===== src/rtl/change_dispenser.sv =====
// Coin-return hopper driver: pays a refund greedily (quarter, dime, nickel) over a four-phase req/ack handshake.
// Build option COIN_INVENTORY_EN adds finite per-coin inventory with o_inv_low / o_inventory outputs.
module change_dispenser #(
    parameter int TIMEOUT = 255
`ifdef COIN_INVENTORY_EN
    ,
    parameter int INV_Q = 8,
    parameter int INV_D = 8,
    parameter int INV_N = 8
`endif
) (
    input  logic        i_clk,
    input  logic        i_rst_n,
    input  logic        i_start,
    input  logic [6:0]  i_amount,
    input  logic        i_eject_ack,
    output logic        o_eject_q,
    output logic        o_eject_d,
    output logic        o_eject_n,
    output logic        o_busy,
    output logic        o_done,
    output logic        o_error,
    output logic [3:0]  o_qnum,
    output logic [3:0]  o_dnum,
    output logic [3:0]  o_nnum,
    output logic [6:0]  o_remaining
`ifdef COIN_INVENTORY_EN
    ,
    output logic        o_inv_low,
    output logic [11:0] o_inventory
`endif
);

    typedef enum logic [2:0] {
        S_IDLE, S_LOAD, S_SELECT, S_REQ, S_RELEASE, S_DONE, S_FAULT
    } state_t;

    typedef enum logic [1:0] {C_NONE, C_Q, C_D, C_N} coin_t;

    localparam logic [7:0] TMO_LAST = 8'(TIMEOUT - 1);

    state_t     r_state;
    coin_t      r_coin;
    logic [6:0] r_rem;
    logic [3:0] r_qnum, r_dnum, r_nnum;
    logic       r_ej_q, r_ej_d, r_ej_n;
    logic       r_busy, r_done, r_error;
    logic [7:0] r_tmo;

    coin_t      w_coin;
    logic       w_q_ok, w_d_ok, w_n_ok;

    function automatic logic [3:0] sat_inc(input logic [3:0] v);
        return (v == 4'd15) ? v : v + 4'd1;
    endfunction

    function automatic logic [6:0] coin_val(input coin_t c);
        case (c)
            C_Q:     return 7'd25;
            C_D:     return 7'd10;
            C_N:     return 7'd5;
            default: return 7'd0;
        endcase
    endfunction

`ifdef COIN_INVENTORY_EN
    logic [3:0] r_inv_q, r_inv_d, r_inv_n;

    assign w_q_ok      = (r_inv_q != 4'd0);
    assign w_d_ok      = (r_inv_d != 4'd0);
    assign w_n_ok      = (r_inv_n != 4'd0);
    assign o_inv_low   = (r_inv_q < 4'd2) || (r_inv_d < 4'd2) || (r_inv_n < 4'd2);
    assign o_inventory = {r_inv_q, r_inv_d, r_inv_n};
`else
    assign w_q_ok = 1'b1;
    assign w_d_ok = 1'b1;
    assign w_n_ok = 1'b1;
`endif

    // Largest coin that fits the remaining amount and is still in stock.
    always_comb begin
        w_coin = C_NONE;
        if (r_rem >= 7'd25 && w_q_ok)
            w_coin = C_Q;
        else if (r_rem >= 7'd10 && w_d_ok)
            w_coin = C_D;
        else if (r_rem >= 7'd5 && w_n_ok)
            w_coin = C_N;
    end

    always_ff @(posedge i_clk or negedge i_rst_n) begin
        if (!i_rst_n) begin
            r_state <= S_IDLE;
            r_coin  <= C_NONE;
            r_rem   <= '0;
            r_qnum  <= '0;
            r_dnum  <= '0;
            r_nnum  <= '0;
            r_ej_q  <= 1'b0;
            r_ej_d  <= 1'b0;
            r_ej_n  <= 1'b0;
            r_busy  <= 1'b0;
            r_done  <= 1'b0;
            r_error <= 1'b0;
            r_tmo   <= '0;
`ifdef COIN_INVENTORY_EN
            r_inv_q <= 4'(INV_Q);
            r_inv_d <= 4'(INV_D);
            r_inv_n <= 4'(INV_N);
`endif
        end else begin
            r_done <= 1'b0;
            case (r_state)
                S_IDLE: begin
                    if (i_start) begin
                        r_state <= S_LOAD;
                        r_rem   <= i_amount;
                        r_qnum  <= '0;
                        r_dnum  <= '0;
                        r_nnum  <= '0;
                        r_busy  <= 1'b1;
                    end
                end
                S_LOAD: r_state <= S_SELECT;
                S_SELECT: begin
                    r_coin <= w_coin;
                    r_tmo  <= '0;
                    case (w_coin)
                        C_Q: begin r_ej_q <= 1'b1; r_state <= S_REQ; end
                        C_D: begin r_ej_d <= 1'b1; r_state <= S_REQ; end
                        C_N: begin r_ej_n <= 1'b1; r_state <= S_REQ; end
                        default: begin
                            r_busy <= 1'b0;
                            // A payable residue with no usable coin is an empty hopper.
                            if (r_rem >= 7'd5) begin
                                r_error <= 1'b1;
                                r_state <= S_FAULT;
                            end else begin
                                r_done  <= 1'b1;
                                r_state <= S_DONE;
                            end
                        end
                    endcase
                end
                S_REQ: begin
                    if (i_eject_ack) begin
                        r_ej_q  <= 1'b0;
                        r_ej_d  <= 1'b0;
                        r_ej_n  <= 1'b0;
                        r_rem   <= r_rem - coin_val(r_coin);
                        r_tmo   <= '0;
                        r_state <= S_RELEASE;
                        case (r_coin)
                            C_Q: r_qnum <= sat_inc(r_qnum);
                            C_D: r_dnum <= sat_inc(r_dnum);
                            C_N: r_nnum <= sat_inc(r_nnum);
                            default: ;
                        endcase
`ifdef COIN_INVENTORY_EN
                        case (r_coin)
                            C_Q: r_inv_q <= r_inv_q - 4'd1;
                            C_D: r_inv_d <= r_inv_d - 4'd1;
                            C_N: r_inv_n <= r_inv_n - 4'd1;
                            default: ;
                        endcase
`endif
                    end else if (r_tmo == TMO_LAST) begin
                        r_ej_q  <= 1'b0;
                        r_ej_d  <= 1'b0;
                        r_ej_n  <= 1'b0;
                        r_busy  <= 1'b0;
                        r_error <= 1'b1;
                        r_state <= S_FAULT;
                    end else begin
                        r_tmo <= r_tmo + 8'd1;
                    end
                end
                S_RELEASE: begin
                    if (!i_eject_ack) begin
                        r_state <= S_SELECT;
                    end else if (r_tmo == TMO_LAST) begin
                        r_busy  <= 1'b0;
                        r_error <= 1'b1;
                        r_state <= S_FAULT;
                    end else begin
                        r_tmo <= r_tmo + 8'd1;
                    end
                end
                S_DONE:  r_state <= S_IDLE;
                S_FAULT: r_state <= S_FAULT;
                default: r_state <= S_IDLE;
            endcase
        end
    end

    assign o_eject_q   = r_ej_q;
    assign o_eject_d   = r_ej_d;
    assign o_eject_n   = r_ej_n;
    assign o_busy      = r_busy;
    assign o_done      = r_done;
    assign o_error     = r_error;
    assign o_qnum      = r_qnum;
    assign o_dnum      = r_dnum;
    assign o_nnum      = r_nnum;
    assign o_remaining = r_rem;

endmodule


===== config.mk =====
export PLATFORM = sky130hd
export DESIGN_NAME = change_dispenser
export DESIGN_NICKNAME = d
export VERILOG_FILES = /design/src/rtl/change_dispenser.sv
export SDC_FILE = /design/constraint.sdc
export NUM_CORES = 1
export LEC_CHECK = 0
export CAP_MARGIN = 25
export CORE_MARGIN = 5
export CORE_UTILIZATION = 45
export CTS_BUF_LIST = sky130_fd_sc_hd__clkbuf_4 sky130_fd_sc_hd__clkbuf_8 sky130_fd_sc_hd__clkbuf_16
export DETAILED_ROUTE_END_ITERATION = 10
export GPL_TIMING_DRIVEN = 0
export PLACE_DENSITY = 0.83
export SETUP_SLACK_MARGIN = 0.4
export SLEW_MARGIN = 20
export SYNTH_ARGS = -nofsm -noshare
export SYNTH_HDL_FRONTEND = slang
export SYNTH_SLANG_ARGS = --single-unit

===== constraint.sdc =====
create_clock -name i_clk -period 2.1 [get_ports i_clk]
set_input_delay 0.21 -clock i_clk [delete_from_list [all_inputs] [get_ports i_clk]]
set_output_delay 0.21 -clock i_clk [all_outputs]
set_load 0.02 [all_outputs]

==> results of run 1 <==
cell families (layout without fill, tap and decap cells):
family	Yosys count	in the layout	share of synthesized area
simple gates	79	79	0.1678
flops	38	38	0.4139
mux	2	2	0.008715
fa+ha+maj	14	14	0.07952
buf+inv	24	99	0.04139
compound gates	87	87	0.2582
xor+xnor	8	8	0.03050
area by class of cell:
cell class	count	area, sq um	area share
multi-input cells	190	1498	0.4391
clock inverters	1	5.005	0.001467
clock buffers	7	90.09	0.02641
flip-flops and latches	38	954.7	0.2799
inverters	12	47.55	0.01394
well taps	70	87.58	0.02568
repair buffers	67	629.4	0.1845
plain buffers	12	98.84	0.02898
critical path, delay by kind of cell (launching register included):
kind            cells  cell delay [ns]
fa+ha+maj           3             0.73
compound gates      3             0.49
flops               1             0.41
simple gates        2             0.19
buf+inv             1             0.09
metal layers:
metal  vias up  global-route usage
li1       1083                   -
met1      1156              0.2739
met2       163              0.3176
met3        17             0.04276
met4         0             0.06419
met5         -                   0
flip-flops by register name, indices dropped and copies added, names as in the netlist:
name / flops
o_dnum: 4
o_done: 1
o_eject_n: 1
o_busy: 1
o_eject_q: 1
o_nnum: 4
r_coin: 2
r_tmo: 8
o_error: 1
o_eject_d: 1
r_state: 3
o_qnum: 4
o_remaining: 7
power by group through the flow:
| stage | registers [mW] | clock network, mW | logic (mW) |
|---|---|---|---|
| 2_1_floorplan | 1.26 | 0 | 1.40 |
| 3_5_place_dp | 1.16 | 0 | 2.17 |
| 5_1_grt | 1.21 | 0.587 | 3.39 |
| 3_3_place_gp | 1.15 | 0 | 2.10 |
| 4_1_cts | 1.16 | 0.554 | 2.52 |
| 6_report | 1.18 | 0.546 | 3.16 |
timing repair:
item,in CTS,in global routing
pin swaps,14,28
endpoints found under the hold margin,14,0
hold buffers,1,0
endpoints found under the setup margin,28,29
resized for setup,39,55
cloned,0,1
setup buffers,11,18
cells in the mapped netlist (5+ instances only):
library cell | number | area [sq um]
nor2_1 | 22 | 82.58
nand2_1 | 22 | 82.58
a21oi_1 | 18 | 90.09
dfrtp_1 | 38 | 950.9
xor2_1 | 5 | 43.79
a22o_1 | 6 | 52.55
o21ai_0 | 23 | 115.1
ha_1 | 13 | 162.7
inv_1 | 12 | 45.04
nand3_1 | 14 | 70.07
o22ai_1 | 5 | 31.28
clkbuf_1 | 7 | 26.28
placed cells by master (no fill, tap or decap), types with 3 or more instances in the layout:
cell             instances
clkbuf_8                 7
clkbuf_2                 5
nand3_1                  9
a22o_1                   6
o21ai_1                  8
buf_6                    6
inv_2                    3
dfrtp_2                  3
and3_1                   3
a22oi_1                  3
o21ai_0                 10
nand2_1                 19
nand2_4                  3
ha_1                     7
nor2_1                  20
nor2_2                   3
o21a_1                   4
a31oi_4                  3
dfrtp_1                 35
inv_1                    8
clkdlybuf4s50_1         33
a21o_1                   3
ha_4                     4
o21ai_2                  4
clkbuf_4                 3
xnor2_1                  3
a21oi_1                 14
xor2_1                   5
buf_4                   26
a21oi_2                  3
o22ai_1                  5
nand3_2                  5
stage by stage:
stage               hold WS, ns  instance area, sq um  setup WS (ns)    util
finish                   0.3660                  3411        0.07635  0.6764
global route             0.3969                  3411      -0.004146  0.6764
CTS                      0.3643                  3092        0.05552  0.6132
detailed placement       0.1535                  2771       -0.05490  0.5496
global placement         0.4418                  2749       -0.08679  0.5452
floorplan              -0.08559                  2311         0.1991       -
path summary, 6_finish.rpt:
check                      slack [ns]                          to
max                              0.08  o_remaining[4]$_DFFE_PN0P_
min                              0.37       o_nnum[0]$_DFFE_PN0P_
max reg2reg                      0.08  o_remaining[4]$_DFFE_PN0P_
min reg2reg                      0.46         o_error$_DFFE_PN0P_
max in group asynchronous        1.28  o_remaining[1]$_DFFE_PN0P_
min in group i_clk               0.46         o_error$_DFFE_PN0P_
==> out/qor.csv, run 1 <==
stage;metric;value;unit
floorplanning;chip width;81.45;microns
floorplanning;core area;5042;sq um
worst_setup_path;Worst Setup SP;r_coin[1]$_DFFE_PN0P_;
worst_setup_path;Worst EP required;2.28;ns
timing;setup tns final;0;ns
cts;TritonCTS clock tree;built;
placement;hpwl dp;4040;microns
grt;largest net degree at the start of global routing;25;
worst_setup_path;CP Launch Type;flop;
timing;minimum clock period;2.024;ns
worst_hold_path;Hold Crit Class;in -> async;
drt;via count;2419;
timing;RSZ-0062 raised after global routing;true;
cts;CTS max path bufs;2;
synth;Post-synth EDFFs;0;
timing;final setup vio count;0;
power;Clk pwr share;0.112;
timing;Fin Clk Skew;0.007071;ns
synth;synthesized area;2297;sq um
layout;antenna diode count;0;
power;total power draw;4.891;mW
timing;pins over their slew limit;0;
cts;root buf cell;clkbuf_8;
grt;vias in the first global route;2178;
layout;post-route non-filler standard cell count;397;
drt;DRT iter0 DRCs;271;
power;P_leak;1.467;nW
outcome;status;complete, no violations;
worst_setup_path;worst path arrival time;2.21;ns
synth;Async SR Flop Fraction;1.000;
drt;WL/cell;18.19;microns
power;power share of the combinational group;0.647;
floorplanning;Initial Util;0.4556;
synth;Synth Register Bits;38;
floorplanning;die area;6634;sq um
grt;gr usage total;0.2007;
worst_setup_path;worst stage delay on the critical path;0.41;ns
worst_setup_path;slowest library cell on the worst path;dfrtp_1;
power;Reg power frac;0.242;
drt;Via density;6.093;
power;Net Sw Frac;0.4440;
power;NetSw;2.171;mW
flow_run;Max-Cap Viols;0;
drt;drt drc;0;
worst_setup_path;crit end category;flop;
drt;metal2 WL;3529;microns
worst_setup_path;Worst R2R Path Depth;9;
layout;ratio of cells with drive above 1 in the final layout;0.3058;
floorplanning;io pins;36;
drt;drt total wl;7221;microns
synth;sequential fraction of the synthesis area;0.4139;
cts;Clk pin slew, worst setup/hold paths;0.08;ns
timing;final worst path period share;0.9636;
drt;total length of routed met3 wires;565;microns
synth;syn nets;277;
synth;syn avg cell area;9.116;sq um
layout;Post-layout nets;351;
worst_setup_path;r2r startpoint;r_coin[1]$_DFFE_PN0P_;
drt;max layer used;met4;
floorplanning;row count;26;
cts;clock sinks;38;
power;Max VDD drop;0.7682;mV
grt;remaining global-route overflow;0;
cts;H-tree depth;2;
timing;max_slew headroom;0.7377;
timing;Final Hold Fails;0;
placement;PortBufs;35;
synth;ys flop type;dfrtp_1;
timing;worst slew pin tran;0.3934;ns
timing;Peak Freq;0.4942;GHz
drt;1st-pass router iterations;5;
layout;synthesis-to-layout area growth;48.47;%
floorplanning;chip height;81.45;microns
cts;later-pin clock latency in the skew report;0.29;ns
power;cell area power density;1434;nW/um^2
grt;wire length of the first global-routing pass;10430;microns
synth;Unique masters post-synth;51;
worst_setup_path;crit path max fanout;3;
placement;placed cells;358;
worst_setup_path;cells along the critical path;ha_2 > inv_2 > nand2_4 > ha_4 > fa_2 > nor2b_4 > o31a_1 > a211oi_1 > a221o_1;
drt;M1 wire length;3006;microns
synth;Ys Warns;0;
synth;Post-Syn Instances;252;
layout;number of fill cells;331;
cts;CTS Buf Count;5;
power;total internal power;2.720;mW
grt;initial antenna violation count;0;
drt;Detail Route Antenna Nets;0;
worst_setup_path;kind of critical path;reg -> reg;
placement;Placer Congestion;0.8542;
Note: power is estimated with default switching activity, not from simulation.
==> inputs of run 2 (changes only) <==
--- a/config.mk
+++ b/config.mk
@@ -10,8 +10,8 @@
 export CORE_UTILIZATION = 45
 export CTS_BUF_LIST = sky130_fd_sc_hd__clkbuf_4 sky130_fd_sc_hd__clkbuf_8 sky130_fd_sc_hd__clkbuf_16
 export DETAILED_ROUTE_END_ITERATION = 10
+export DONT_BUFFER_PORTS = 1
 export GPL_TIMING_DRIVEN = 0
-export PLACE_DENSITY = 0.83
 export SETUP_SLACK_MARGIN = 0.4
 export SLEW_MARGIN = 20
 export SYNTH_ARGS = -nofsm -noshare
==> run 2 against run 1 <==
Critical path depth unchanged; flip-flop and latch count unchanged; non-clock buffer count down 32; critical endpoint unchanged; first-iteration DRC count down 51%; core utilization down 7.8 points; routed wire length down 11%.
==> out/qor.csv, run 2 (synthesis gave the netlist of run 1 again) <==
stage;metric;value;unit;change
cts;TritonCTS clock tree;built;;unchanged
power;Clk pwr share;0.119;;was 0.112
grt;initial antenna violation count;0;;unchanged
layout;Post-layout nets;319;;was 351
grt;remaining global-route overflow;0;;unchanged
layout;commonest non-fill, non-tap cell in the layout;dfrtp_1;;unchanged
drt;drt drc;0;;unchanged
drt;DRT iter0 DRCs;133;;was 271
timing;final worst path period share;0.9715;;was 0.9636
timing;RSZ-0062 raised after global routing;true;;unchanged
power;power share of the combinational group;0.571;;was 0.647
worst_setup_path;CP Launch Type;flop;;unchanged
worst_hold_path;Hold Crit Class;in -> reg;;was in -> async
cts;CTS Buf Count;5;;unchanged
worst_setup_path;r2r startpoint;r_coin[0]$_DFFE_PN0P_;;was r_coin[1]$_DFFE_PN0P_
placement;worst slack, placed;0.03120;ns;was -0.05490 ns
layout;ratio of cells with drive above 1 in the final layout;0.3322;;was 0.3058
layout;most frequent cells in the layout;dfrtp_1 (26), buf_4 (24), nand2_1 (20);;was dfrtp_1 (35), clkdlybuf4s50_1 (33), buf_4 (26)
power;total internal power;2.392;mW;was 2.720 mW
floorplanning;io pins;36;;unchanged
power;P_leak;1.297;nW;was 1.467 nW
cts;Clk pin slew, worst setup/hold paths;0.08;ns;about the same
floorplanning;chip height;81.45;microns;unchanged
cts;H-tree depth;2;;unchanged
timing;pins over their slew limit;0;;unchanged
floorplanning;chip width;81.45;microns;unchanged
power;cell area power density;1457;nW/um^2;was 1434 nW/um^2
layout;synthesis-to-layout area growth;31.43;%;was 48.47%
layout;Biggest register;r_tmo;;unchanged
worst_setup_path;Worst R2R Path Depth;9;;unchanged
worst_setup_path;Worst Setup EP;o_remaining[4]$_DFFE_PN0P_;;unchanged
timing;Fin Clk Skew;0.007448;ns;was 0.007071 ns
power;Max VDD drop;0.9673;mV;was 0.7682 mV
worst_setup_path;worst path arrival time;2.22;ns;was 2.21 ns
worst_setup_path;Worst EP required;2.28;ns;about the same
drt;Via density;5.764;;was 6.093
floorplanning;core area;5042;sq um;unchanged
power;Net Sw Frac;0.4563;;was 0.4440
grt;vias in the first global route;2047;;was 2178
placement;PortBufs;0;;was 35
timing;worst slew pin tran;0.4702;ns;was 0.3934 ns
timing;Hold Slack;0.05043;ns;was 0.3660 ns
timing;Final Hold Fails;0;;unchanged
placement;Placer Congestion;0.8304;;was 0.8542
timing;minimum clock period;2.040;ns;was 2.024 ns
layout;antenna diode count;0;;unchanged
power;total power draw;4.399;mW;was 4.891 mW
cts;CTS max path bufs;2;;unchanged
drt;drt total wl;6400;microns;was 7221 microns
drt;1st-pass router iterations;4;;was 5
worst_setup_path;crit end category;flop;;unchanged
grt;wire length of the first global-routing pass;9956;microns;was 10430 microns
worst_setup_path;kind of critical path;reg -> reg;;unchanged
grt;gr usage total;0.1971;;was 0.2007
drt;WL/cell;17.53;microns;was 18.19 microns
timing;final setup vio count;0;;unchanged
grt;largest net degree at the start of global routing;39;;was 25
floorplanning;die area;6634;sq um;unchanged
cts;clock sinks;38;;unchanged
drt;via count;2104;;was 2419
worst_setup_path;setup slack, reg-to-reg;0.06;ns;was 0.08 ns
placement;hpwl dp;3990;microns;was 4040 microns
worst_setup_path;crit path max fanout;3;;unchanged
cts;root buf cell;clkbuf_8;;unchanged
timing;Peak Freq;0.4901;GHz;was 0.4942 GHz
cts;later-pin clock latency in the skew report;0.30;ns;was 0.29 ns
floorplanning;row count;26;;unchanged
worst_setup_path;RR Endpoint;o_remaining[4]$_DFFE_PN0P_;;unchanged
flow_run;Max-Cap Viols;0;;unchanged
timing;max_slew headroom;0.6865;;was 0.7377
power;NetSw;2.007;mW;was 2.171 mW
worst_setup_path;Worst Setup SP;r_coin[0]$_DFFE_PN0P_;;was r_coin[1]$_DFFE_PN0P_
power;Reg power frac;0.310;;was 0.242
layout;Largest register FFs;8;;unchanged
timing;final setup margin;0.05975;ns;was 0.07635 ns
floorplanning;Initial Util;0.4556;;unchanged
outcome;status;complete, no violations;;unchanged
drt;Detail Route Antenna Nets;0;;unchanged
[run 2: worst min path at each step]
stage	startpoint	end	slack, ns	cells after the start
finish	i_amount[2]	o_remaining[2]$_DFFE_PN0P_	0.05	2
global route	i_amount[2]	o_remaining[2]$_DFFE_PN0P_	0.05	2
CTS	i_amount[4]	o_remaining[4]$_DFFE_PN0P_	0.05	1
detailed placement	i_rst_n	o_eject_d$_DFFE_PN0P_	-0.08	0
global placement	i_rst_n	o_eject_d$_DFFE_PN0P_	-0.08	0
floorplan	i_rst_n	o_busy$_DFFE_PN0P_	-0.09	0
[run 2: repair_timing]
action	4_1_cts	5_1_grt
cloned	0	1
endpoints found under the setup margin	29	30
hold endpoints to repair	38	0
hold buffers	2	0
buffers inserted	22	10
pin swaps	3	11
resized for setup	26	54
[run 2: layout make-up]
cell class	instances	area [sq um]
inverter	12	47.55
sequential	38	965.9
tap	70	87.58
multi-input combinational	190	1431
clock buffer	5	68.82
buffer	12	87.58
fill	439	2023
timing repair buffer	35	309.0
clock inverter	3	21.27
[run 2: power groups by stage]
stage          clock (mW)  combinational [mW]  sequential, mW
6_report            0.522                2.51            1.36
3_3_place_gp            0                1.70            1.34
2_1_floorplan           0                1.40            1.26
3_5_place_dp            0                1.72            1.34
4_1_cts             0.537                2.11            1.31
5_1_grt             0.572                2.76            1.39
[run 2: layer usage]
layer / vias to the layer above / GRT usage / routed length [microns]
li1: 1009 / - / -
met1: 1036 / 0.2478 / 2839
met2: 50 / 0.3282 / 3126
met3: 9 / 0.05702 / 338
met4: 0 / 0.05743 / 95
met5: - / 0 / 0
[run 2: worst max-delay path, cell delays in order, from the launching register on]
cell and delay [ns]:
dfrtp_2 0.46, ha_4 0.18, inv_4 0.06, nand2_2 0.06, ha_4 0.16, fa_2 0.36, nor2b_2 0.13, o31a_1 0.19
a211oi_2 0.06, a221o_1 0.26
[run 2: per-stage QoR]
step	cells	area [sq um]	setup TNS, ns	util
2_1_floorplan	252	2311	0	-
3_3_place_gp	322	2399	0	0.4757
3_5_place_dp	322	2399	0	0.4757
4_1_cts	354	2761	0	0.5476
5_1_grt	365	3019	-0.05880	0.5988
6_report	365	3019	0	0.5988
==> inputs of run 3 (changes only) <==
--- a/config.mk
+++ b/config.mk
@@ -6,13 +6,12 @@
 export NUM_CORES = 1
 export LEC_CHECK = 0
 export CAP_MARGIN = 25
-export CORE_MARGIN = 5
+export CORE_MARGIN = 4
 export CORE_UTILIZATION = 45
 export CTS_BUF_LIST = sky130_fd_sc_hd__clkbuf_4 sky130_fd_sc_hd__clkbuf_8 sky130_fd_sc_hd__clkbuf_16
 export DETAILED_ROUTE_END_ITERATION = 10
 export DONT_BUFFER_PORTS = 1
 export GPL_TIMING_DRIVEN = 0
-export SETUP_SLACK_MARGIN = 0.4
 export SLEW_MARGIN = 20
 export SYNTH_ARGS = -nofsm -noshare
 export SYNTH_HDL_FRONTEND = slang
==> run 3 against run 2 <==
Die area down 4.9%; largest cell class unchanged; sequential power down 3%; worst hold slack worse by 0.0098 ns; count of clock-buffer cells in the layout unchanged; worst setup slack worse by 0.028 ns; largest power group unchanged; global-route usage down 0.61 points; design area down 13%; critical path depth up 1; cell count down 8.2%.
==> out/qor.csv, run 3 (synthesis gave the netlist of run 1 again) <==
stage;metric;value;unit;change
floorplanning;chip height;79.45;microns;was 81.45 microns
grt;gr usage total;0.1910;;was 0.1971
floorplanning;chip width;79.45;microns;was 81.45 microns
timing;pins over their slew limit;0;;unchanged
grt;vias in the first global route;1936;;was 2047
layout;Finished Cell Area;2626;sq um;was 3019 sq um
placement;PortBufs;0;;unchanged
layout;most frequent cells in the layout;dfrtp_1 (38), nor2_1 (22), o21ai_0 (22);;was dfrtp_1 (26), buf_4 (24), nand2_1 (20)
timing;Final Hold Fails;0;;unchanged
worst_setup_path;kind of critical path;reg -> reg;;unchanged
cts;clock sinks;38;;unchanged
grt;largest net degree at the start of global routing;39;;unchanged
worst_setup_path;crit path max fanout;3;;unchanged
cts;TritonCTS clock tree;built;;unchanged
drt;Detail Route Antenna Nets;0;;unchanged
flow_run;Max-Cap Viols;0;;unchanged
layout;ratio of cells with drive above 1 in the final layout;0.1343;;was 0.3322
power;Max VDD drop;0.5313;mV;was 0.9673 mV
drt;1st-pass router iterations;4;;unchanged
timing;Fin Clk Skew;0.01223;ns;was 0.007448 ns
cts;CTS max path bufs;2;;unchanged
grt;remaining global-route overflow;0;;unchanged
layout;Largest register FFs;8;;unchanged
drt;drt total wl;5466;microns;was 6400 microns
timing;RSZ-0062 raised after global routing;true;;unchanged
grt;initial antenna violation count;0;;unchanged
worst_hold_path;hold_sp;i_amount[2];;unchanged
drt;DRT iter0 DRCs;155;;was 133
placement;Placed Area;2381;sq um;was 2399 sq um
timing;max_slew headroom;0.7064;;was 0.6865
worst_setup_path;CP most frequent cell;inv_2;;was ha_4
placement;hpwl dp;3934;microns;was 3990 microns
floorplanning;Initial Util;0.4738;;was 0.4556
cts;root buf cell;clkbuf_8;;unchanged
worst_setup_path;CP Launch Type;flop;;unchanged
floorplanning;core area;4848;sq um;was 5042 sq um
layout;Post-layout nets;292;;was 319
layout;commonest non-fill, non-tap cell in the layout;dfrtp_1;;unchanged
layout;Biggest register;r_tmo;;unchanged
worst_setup_path;Worst Setup SP;r_coin[1]$_DFFE_PN0P_;;was r_coin[0]$_DFFE_PN0P_
cts;H-tree depth;2;;unchanged
worst_setup_path;worst path arrival time;2.26;ns;was 2.22 ns
timing;final worst path period share;0.9849;;was 0.9715
worst_setup_path;cells along the critical path;inv_2 > ha_2 > inv_2 > nand2_2 > ha_4 > fa_2 > nor2b_2 > o31a_1 > a211oi_1 > a221o_1;;was ha_4 > inv_4 > nand2_2 > ha_4 > fa_2 > nor2b_2 > o31a_1 > a211oi_2 > a221o_1
drt;Via density;5.734;;was 5.764
drt;WL/cell;16.32;microns;was 17.53 microns
layout;antenna diode count;0;;unchanged
floorplanning;die area;6312;sq um;was 6634 sq um
timing;final setup vio count;0;;unchanged
placement;Placer Congestion;0.8234;;was 0.8304
worst_setup_path;r2r startpoint;r_coin[1]$_DFFE_PN0P_;;was r_coin[0]$_DFFE_PN0P_
cts;CTS Buf Count;5;;unchanged
timing;Peak Freq;0.4835;GHz;was 0.4901 GHz
layout;synthesis-to-layout area growth;14.32;%;was 31.43%
worst_setup_path;slowest library cell on the worst path;fa_2;;was dfrtp_2
worst_setup_path;crit end category;flop;;unchanged
outcome;status;complete, no violations;;unchanged
worst_setup_path;worst stage delay on the critical path;0.40;ns;was 0.46 ns
worst_hold_path;Hold Crit Class;in -> reg;;unchanged
floorplanning;row count;25;;was 26
drt;drt drc;0;;unchanged
power;total power draw;3.934;mW;was 4.399 mW
floorplanning;io pins;36;;unchanged
power;P_leak;1.133;nW;was 1.297 nW
grt;wire length of the first global-routing pass;9390;microns;was 9956 microns
timing;minimum clock period;2.068;ns;was 2.040 ns
cts;later-pin clock latency in the skew report;0.30;ns;about the same
power;cell area power density;1498;nW/um^2;was 1457 nW/um^2
worst_setup_path;Worst EP required;2.29;ns;was 2.28 ns
timing;worst slew pin tran;0.4383;ns;was 0.4702 ns
cts;Clk pin slew, worst setup/hold paths;0.08;ns;about the same
drt;via count;1921;;was 2104
## run 3: cell types whose count changed in the layout (fill, tap and decap cells not counted), moves of 4 or more
| cell | before | now |
|---|---|---|
| dfrtp_2 | 12 | 0 |
| dfrtp_1 | 26 | 38 |
| buf_4 | 24 | 6 |
| buf_6 | 13 | 0 |
| clkbuf_1 | 1 | 7 |
| o21ai_1 | 5 | 1 |
| ha_4 | 5 | 1 |
| o21ai_0 | 18 | 22 |
## run 3: metrics by stage
step	setup WS, ns	cells	hold WS, ns	utilization	setup TNS (ns)
global route	-0.08901	335	0.03539	0.5417	-0.1778
global placement	-0.1528	319	-0.08466	0.4911	-0.2909
detailed placement	-0.1807	319	-0.08451	0.4911	-0.3597
finish	0.03161	335	0.04066	0.5417	0
floorplan	0.06959	252	-0.08559	-	0
CTS	0.01524	331	0.03870	0.5298	0
## run 3: final timing paths
kind	to	slack (ns)	cells past startpoint
setup / recovery	o_remaining[4]$_DFFE_PN0P_	0.03	10
hold / removal	o_remaining[2]$_DFFE_PN0P_	0.04	2
setup reg to reg	o_remaining[4]$_DFFE_PN0P_	0.03	10
hold reg to reg	r_tmo[7]$_DFFE_PN0P_	0.57	1
max in group asynchronous	r_tmo[4]$_DFFE_PN0P_	1.52	2
min in group asynchronous	o_remaining[3]$_DFFE_PN0P_	0.37	2
## run 3: where the power goes
group          leakage (nW)  internal (mW)  switching, mW
Clock                0.0683          0.476          0.276
Sequential            0.491          0.918          0.399
Combinational         0.573          0.803           1.06
## run 3: repair_timing
item                                    CTS  global route
pin swaps                                 0             6
endpoints found under the setup margin    2             3
setup buffers                             2             4
resized for setup                         4            10
hold buffers                              2             0
endpoints found under the hold margin    38             0
## run 3: layout make-up
type | instances | area [sq um]
Clock buffer | 5 | 68.82
Fill cell | 451 | 2222
Multi-Input combinational cell | 190 | 1284
Timing Repair Buffer | 8 | 75.07
Sequential cell | 38 | 950.9
Clock inverter | 3 | 68.82
Tap cell | 67 | 83.83
Buffer | 12 | 50.05
Inverter | 12 | 45.04
## run 3: critical path: cells and delay by family (launching register included)
kind / cells / cell delay, ns
AOI/OAI and AO/OA: 3 / 0.52
DFF: 1 / 0.39
buffers and inverters: 2 / 0.11
and+or+nand+nor: 2 / 0.20
adders and majority gates: 3 / 0.74
## run 3: per-layer routing
metal,share of wire,GRT usage
met1,0.49,0.2593
met2,0.43,0.2846
met3,0.059,0.06433
met4,0.019,0.06357
met5,0,0
